## src/rtl/dm_arb_pkg.sv

```systemverilog
// Shared types and constants for the data-memory arbiter.
package dm_arb_pkg;

    // Arbiter ownership state
    typedef enum logic {
        ST_IDLE     = 1'b0,
        ST_DMA_LOCK = 1'b1
    } state_t;

    // Requester identifiers, used for response steering and round-robin history
    localparam logic PORT_CORE = 1'b0;
    localparam logic PORT_DMA  = 1'b1;

    // Default geometry of the data memory (32 words x 32 bits)
    localparam int DEF_AW = 5;
    localparam int DEF_DW = 32;

endpackage

```

## src/rtl/dm_arb_rsp.sv

```systemverilog
// One-cycle read response tracker: remembers which port issued a read and
// steers the memory's registered read data back to that port.
module dm_arb_rsp
    import dm_arb_pkg::*;
#(
    parameter int DW = DEF_DW
) (
    input  logic          clk,
    input  logic          rst_n,
    input  logic          rd_issue,
    input  logic          rd_port,
    input  logic [DW-1:0] dm_rd,
    output logic          c_rvalid,
    output logic [DW-1:0] c_rdata,
    output logic          d_rvalid,
    output logic [DW-1:0] d_rdata
);

    logic rvalid_q;
    logic port_q;

    // Capture the read issued this cycle; reset drops any response in flight
    // NOTE: sequential state uses non-blocking assignments so every flop samples pre-edge values.
    always_ff @(posedge clk or negedge rst_n) begin
        if (!rst_n) begin
            rvalid_q <= 1'b0;
            port_q   <= PORT_CORE;
        end else begin
            rvalid_q <= rd_issue;
            port_q   <= rd_port;
        end
    end

    // Route the memory read data to the owning port; idle rdata is held at zero
    always_comb begin
        c_rvalid = rvalid_q && (port_q == PORT_CORE);
        d_rvalid = rvalid_q && (port_q == PORT_DMA);
        c_rdata  = c_rvalid ? dm_rd : '0;
        d_rdata  = d_rvalid ? dm_rd : '0;
    end

endmodule

```

## src/rtl/dm_arbiter.sv

```systemverilog
// Data-memory arbiter: shares the single-port data memory between the core
// LSU (c_*) and a DMA/debug engine (d_*). The DMA may lock the memory for
// bursts, bounded to MAX_BURST beats once the core is waiting.
// Optional build macro DM_ARB_RR_EN: round-robin arbitration in IDLE instead
// of fixed core-first priority.
module dm_arbiter
    import dm_arb_pkg::*;
#(
    parameter int AW        = DEF_AW,
    parameter int DW        = DEF_DW,
    parameter int MAX_BURST = 4
) (
    input  logic          clk,
    input  logic          rst_n,
    input  logic          c_req,
    input  logic          c_we,
    input  logic [AW-1:0] c_addr,
    input  logic [DW-1:0] c_wdata,
    output logic          c_gnt,
    output logic          c_rvalid,
    output logic [DW-1:0] c_rdata,
    input  logic          d_req,
    input  logic          d_we,
    input  logic [AW-1:0] d_addr,
    input  logic [DW-1:0] d_wdata,
    input  logic          d_last,
    output logic          d_gnt,
    output logic          d_rvalid,
    output logic [DW-1:0] d_rdata,
    output logic [AW-1:0] dm_addr,
    output logic [DW-1:0] dm_wd,
    output logic          dm_we,
    input  logic [DW-1:0] dm_rd
);

    localparam int            CW        = $clog2(MAX_BURST + 1);
    localparam logic [CW-1:0] BURST_MAX = CW'(MAX_BURST);

    state_t        state_q, state_d;
    logic [CW-1:0] beat_q, beat_d, beat_inc;
    logic          rd_issue;
    logic          rd_port;
`ifdef DM_ARB_RR_EN
    logic          last_q, last_d;
`endif

    // Grant selection; all grants are held low while reset is asserted
    // NOTE: every combinational output gets a default first so no latch can be inferred.
    always_comb begin
        c_gnt = 1'b0;
        d_gnt = 1'b0;
        if (rst_n) begin
            if (state_q == ST_DMA_LOCK) begin
                d_gnt = d_req;
                c_gnt = c_req && !d_req;
            end else if (c_req && d_req) begin
`ifdef DM_ARB_RR_EN
                c_gnt = (last_q == PORT_DMA);
                d_gnt = (last_q == PORT_CORE);
`else
                c_gnt = 1'b1;
`endif
            end else begin
                c_gnt = c_req;
                d_gnt = d_req;
            end
        end
    end

    // Beat count including the beat being accepted now, saturating at MAX_BURST
    always_comb begin
        beat_inc = (beat_q == BURST_MAX) ? beat_q : beat_q + 1'b1;
    end

    // Lock entry/exit; a burst is cut after its MAX_BURST-th beat if the core waits
    always_comb begin
        state_d = state_q;
        beat_d  = beat_q;
`ifdef DM_ARB_RR_EN
        last_d  = last_q;
`endif
        case (state_q)
            ST_IDLE: begin
`ifdef DM_ARB_RR_EN
                if (c_req && d_req) begin
                    last_d = d_gnt ? PORT_DMA : PORT_CORE;
                end
`endif
                if (d_gnt && !d_last) begin
                    state_d = ST_DMA_LOCK;
                    beat_d  = CW'(1);
                end
            end
            ST_DMA_LOCK: begin
                if (!d_req) begin
                    state_d = ST_IDLE;
                    beat_d  = '0;
                end else if (d_last) begin
                    state_d = ST_IDLE;
                    beat_d  = '0;
                end else if (c_req && (beat_inc == BURST_MAX)) begin
                    state_d = ST_IDLE;
                    beat_d  = '0;
`ifdef DM_ARB_RR_EN
                    // Forced release always hands the next cycle to the core
                    last_d  = PORT_DMA;
`endif
                end else begin
                    beat_d = beat_inc;
                end
            end
            default: begin
                state_d = ST_IDLE;
                beat_d  = '0;
            end
        endcase
    end

    // Arbiter state registers
    always_ff @(posedge clk or negedge rst_n) begin
        if (!rst_n) begin
            state_q <= ST_IDLE;
            beat_q  <= '0;
`ifdef DM_ARB_RR_EN
            last_q  <= PORT_CORE;
`endif
        end else begin
            state_q <= state_d;
            beat_q  <= beat_d;
`ifdef DM_ARB_RR_EN
            last_q  <= last_d;
`endif
        end
    end

    // Drive the memory from the granted port; quiet (all zero) with no grant
    always_comb begin
        dm_addr = '0;
        dm_wd   = '0;
        dm_we   = 1'b0;
        if (c_gnt) begin
            dm_addr = c_addr;
            dm_wd   = c_wdata;
            dm_we   = c_we;
        end else if (d_gnt) begin
            dm_addr = d_addr;
            dm_wd   = d_wdata;
            dm_we   = d_we;
        end
    end

    assign rd_issue = (c_gnt && !c_we) || (d_gnt && !d_we);
    assign rd_port  = d_gnt ? PORT_DMA : PORT_CORE;

    dm_arb_rsp #(
        .DW (DW)
    ) u_rsp (
        .clk      (clk),
        .rst_n    (rst_n),
        .rd_issue (rd_issue),
        .rd_port  (rd_port),
        .dm_rd    (dm_rd),
        .c_rvalid (c_rvalid),
        .c_rdata  (c_rdata),
        .d_rvalid (d_rvalid),
        .d_rdata  (d_rdata)
    );

endmodule

```

## config.mk

```make
export PLATFORM = sky130hd
export DESIGN_NAME = dm_arbiter
export DESIGN_NICKNAME = d
export VERILOG_FILES = /design/src/rtl/dm_arb_pkg.sv /design/src/rtl/dm_arb_rsp.sv /design/src/rtl/dm_arbiter.sv
export SDC_FILE = /design/constraint.sdc
export NUM_CORES = 1
export LEC_CHECK = 0
export BUFFER_PORTS_ARGS = -buffer_cell sky130_fd_sc_hd__buf_2
export CORE_AREA = 5 5 82 84
export DETAILED_ROUTE_END_ITERATION = 12
export DIE_AREA = 0 0 87 89
export MAX_ROUTING_LAYER = met4
export PLACE_DENSITY = 0.79
export RECOVER_POWER = 25
export SLEW_MARGIN = 20
export SYNTH_ARGS = -nofsm -noshare
export SYNTH_HDL_FRONTEND = slang
export SYNTH_HIERARCHICAL = 1
export SYNTH_SLANG_ARGS = --single-unit
```

## constraint.sdc

```tcl
create_clock -name clk -period 1.6 [get_ports clk]
set_input_delay 0.08 -clock clk [delete_from_list [all_inputs] [get_ports clk]]
set_output_delay 0.08 -clock clk [all_outputs]
set_load 0.01 [all_outputs]
```

==> reports/metrics.csv <==
metric,value,unit
outcome,"complete, but fails checks",
violations,setup timing,
pin_count,219,
cts_root_buf,clkbuf_8,
min_period,1.63,ns
nNetsFinal,492,
power_frac_comb,0.604,
cp.arrival,1.74,ns
clock_skew,0.00383,ns
synth_area_leaders,"a22o_1 (27%), and3b_1 (21%), and3_1 (16%), dfrtp_1 (11%), buf_4 (2.8%)",
start_util,0.226,
viasPerCell,4.80,
grt_max_degree,67,
reg2reg_setup_slack,-0.03,ns
grt_pass1_vias,1988,
rows,28,
maxCapViolCount,0,
clkPwrFrac,0.222,
cts_tree,yes,
place_inst,443,
async_flop_share,1.00,
cp-end-kind,register,
cts.path.max_buffers,2,
post-dp-hpwl,5700,um
remaining_drc_errors,0,
internal_power,656,uW
yosysMostFrequentCell,a22o_1,
dieWidth,87,um
cp_max_fo,3,
synthToLayoutAreaGrowth,93.5,%
clk_latency,0.22,ns
hp-class,input port to register,
synth_area,1320,um^2
p_seq_frac,0.174,
final-hold-violation-count,0,
antenna_found_initial,0,
path_class,register to register,
yosys_warnings,6,
rsz0062_at_grt,yes,
fmax,615,MHz
wl_per_cell,15.3,um
numCtsBuffers,3,
post-place-ws,-0.0729,ns
clk_pin_slew,0.04,ns
place.gp.congestion,0.879,
syn_inst,166,
fin_cells,450,
tightest_slew,0.466,ns
antenna_left,0,
fp.dieH,89,um
drt_first_pass_iters,4,
netlist.area_leader.share,0.265,
setup_viol,2,
syn-num-nets,281,
synth_edf_count,0,
slew_violations,0,
slew_headroom,0.689,
diodes,0,
synth_area_leader_cell,a22o_1,
drt-total-wl,6880,um
syn_area_per_cell,7.96,um^2
cp.required,1.71,ns
synth_common_cells,"a22o_1 (40), and3_1 (33), and3b_1 (32)",
synth_ff_type,dfrtp_1,
timing.final.crit_share,1.02,
overflow,0,
p_sw,392,uW
power.density,410,nW/um^2
grt_pass1_wl,9360,um
vdd_drop_max,255,uV
vias,2161,
ys_seq_elements,6,
drt_iter0_markers,24,
drive_gt1_frac,0.589,
core_area,5850,um^2
setup_slack,-0.0262,ns
die_area,7740,um^2
crit_path_start_kind,register,
ys_seq_area_frac,0.114,
switching_share,0.374,
cts_max_level,1,
port_buffers,218,
leakage,1.73,nW
synth.distinct_cells,25,
gr-usage-all-layers,0.154,
cts_sinks,6,
==> kinds of logic after synthesis <==
family / after synthesis / share of synthesized area
AOI/OAI and AO/OA: 50 / 0.325
and+or+nand+nor: 78 / 0.421
DFF: 6 / 0.114
buffers and inverters: 30 / 0.121
adders and majority gates: 2 / 0.0189
==> layout make-up <==
type	count	area [um^2]
well taps	75	93.8
clock buffers	3	41.3
flip-flops and latches	6	150
multi-input cells	130	1030
inverters	7	26.3
repair buffers	229	1210
fillers	620	3290
==> power by group through the flow <==
stage                     Sequential, mW  Clock (mW)  Combinational [mW]
after floorplan                    0.184           0               0.294
after global placement             0.182           0               0.588
after detailed placement           0.184           0               0.609
after CTS                          0.182       0.232               0.629
after global routing               0.184       0.237               0.691
final                              0.182       0.232               0.634
==> worst max-delay path, stage by stage (launching register included) <==
cell and delay [ns]:
dfrtp_1 0.40, ha_2 0.19, or3b_4 0.40, a311oi_2 0.27, a2bb2oi_1 0.21, nor2_1 0.05
==> path summary, 6_finish.rpt <==
check                      startpoint              to  depth (start not counted)
hold reg to reg             beat_q[1]       beat_q[1]                          1
min in group asynchronous       rst_n       beat_q[0]                          2
setup / recovery            beat_q[0]         state_q                          5
setup reg to reg            beat_q[0]         state_q                          5
max in group asynchronous       rst_n  u_rsp/rvalid_q                          2
hold / removal                 d_last         state_q                          2
==> repair_timing <==
action                     in CTS  in global routing
resized for setup               3                  2
setup endpoints to repair       5                 39
pin swaps                       4                  0
gates cloned                    0                  1
hold buffers                    1                  0
buffers inserted                1                  1
hold endpoints to repair        6                  0
==> metal layers <==
| layer | share of wire | vias to the layer above | wire length, um | GRT usage |
|---|---|---|---|---|
| li1 | - | 1057 | - | - |
| met1 | 0.34 | 950 | 2310 | 0.155 |
| met2 | 0.53 | 146 | 3630 | 0.297 |
| met3 | 0.12 | 8 | 815 | 0.0304 |
| met4 | 0.019 | 0 | 132 | 0.0482 |
| met5 | 0 | - | 0 | - |
==> state kept, by name (all words and copies together) (netlist names) <==
name / flops
u_rsp/port_q: 1
beat_q: 3
state_q: 1
u_rsp/rvalid_q: 1
==> cells in the final DEF, fill, tap and decap left out, types with 2 or more instances in the layout <==
cell type,instances
a21oi_1,2
a22o_1,40
a41oi_1,2
and3_1,32
and3b_1,32
buf_12,3
buf_2,201
buf_4,4
clkbuf_1,17
clkbuf_4,2
clkbuf_8,3
dfrtp_1,6
ha_2,2
inv_1,6
nand2_1,3
nand2b_1,2
nor2_1,3
==> metrics by stage <==
stage                     utilization  hold slack, ns   TNS, ns  cell area [um^2]  power, mW
after floorplan                     -          -0.216   -0.0646              1330      0.478
after global placement          0.424         -0.0719  -0.00434              2480      0.769
after detailed placement        0.424         -0.0668   -0.0996              2480      0.793
after CTS                       0.435          0.0710   -0.0558              2540       1.04
after global routing            0.437          0.0904    -0.665              2560       1.11
final                           0.437          0.0784   -0.0500              2560       1.05
Power figures use the tool's default switching activity.
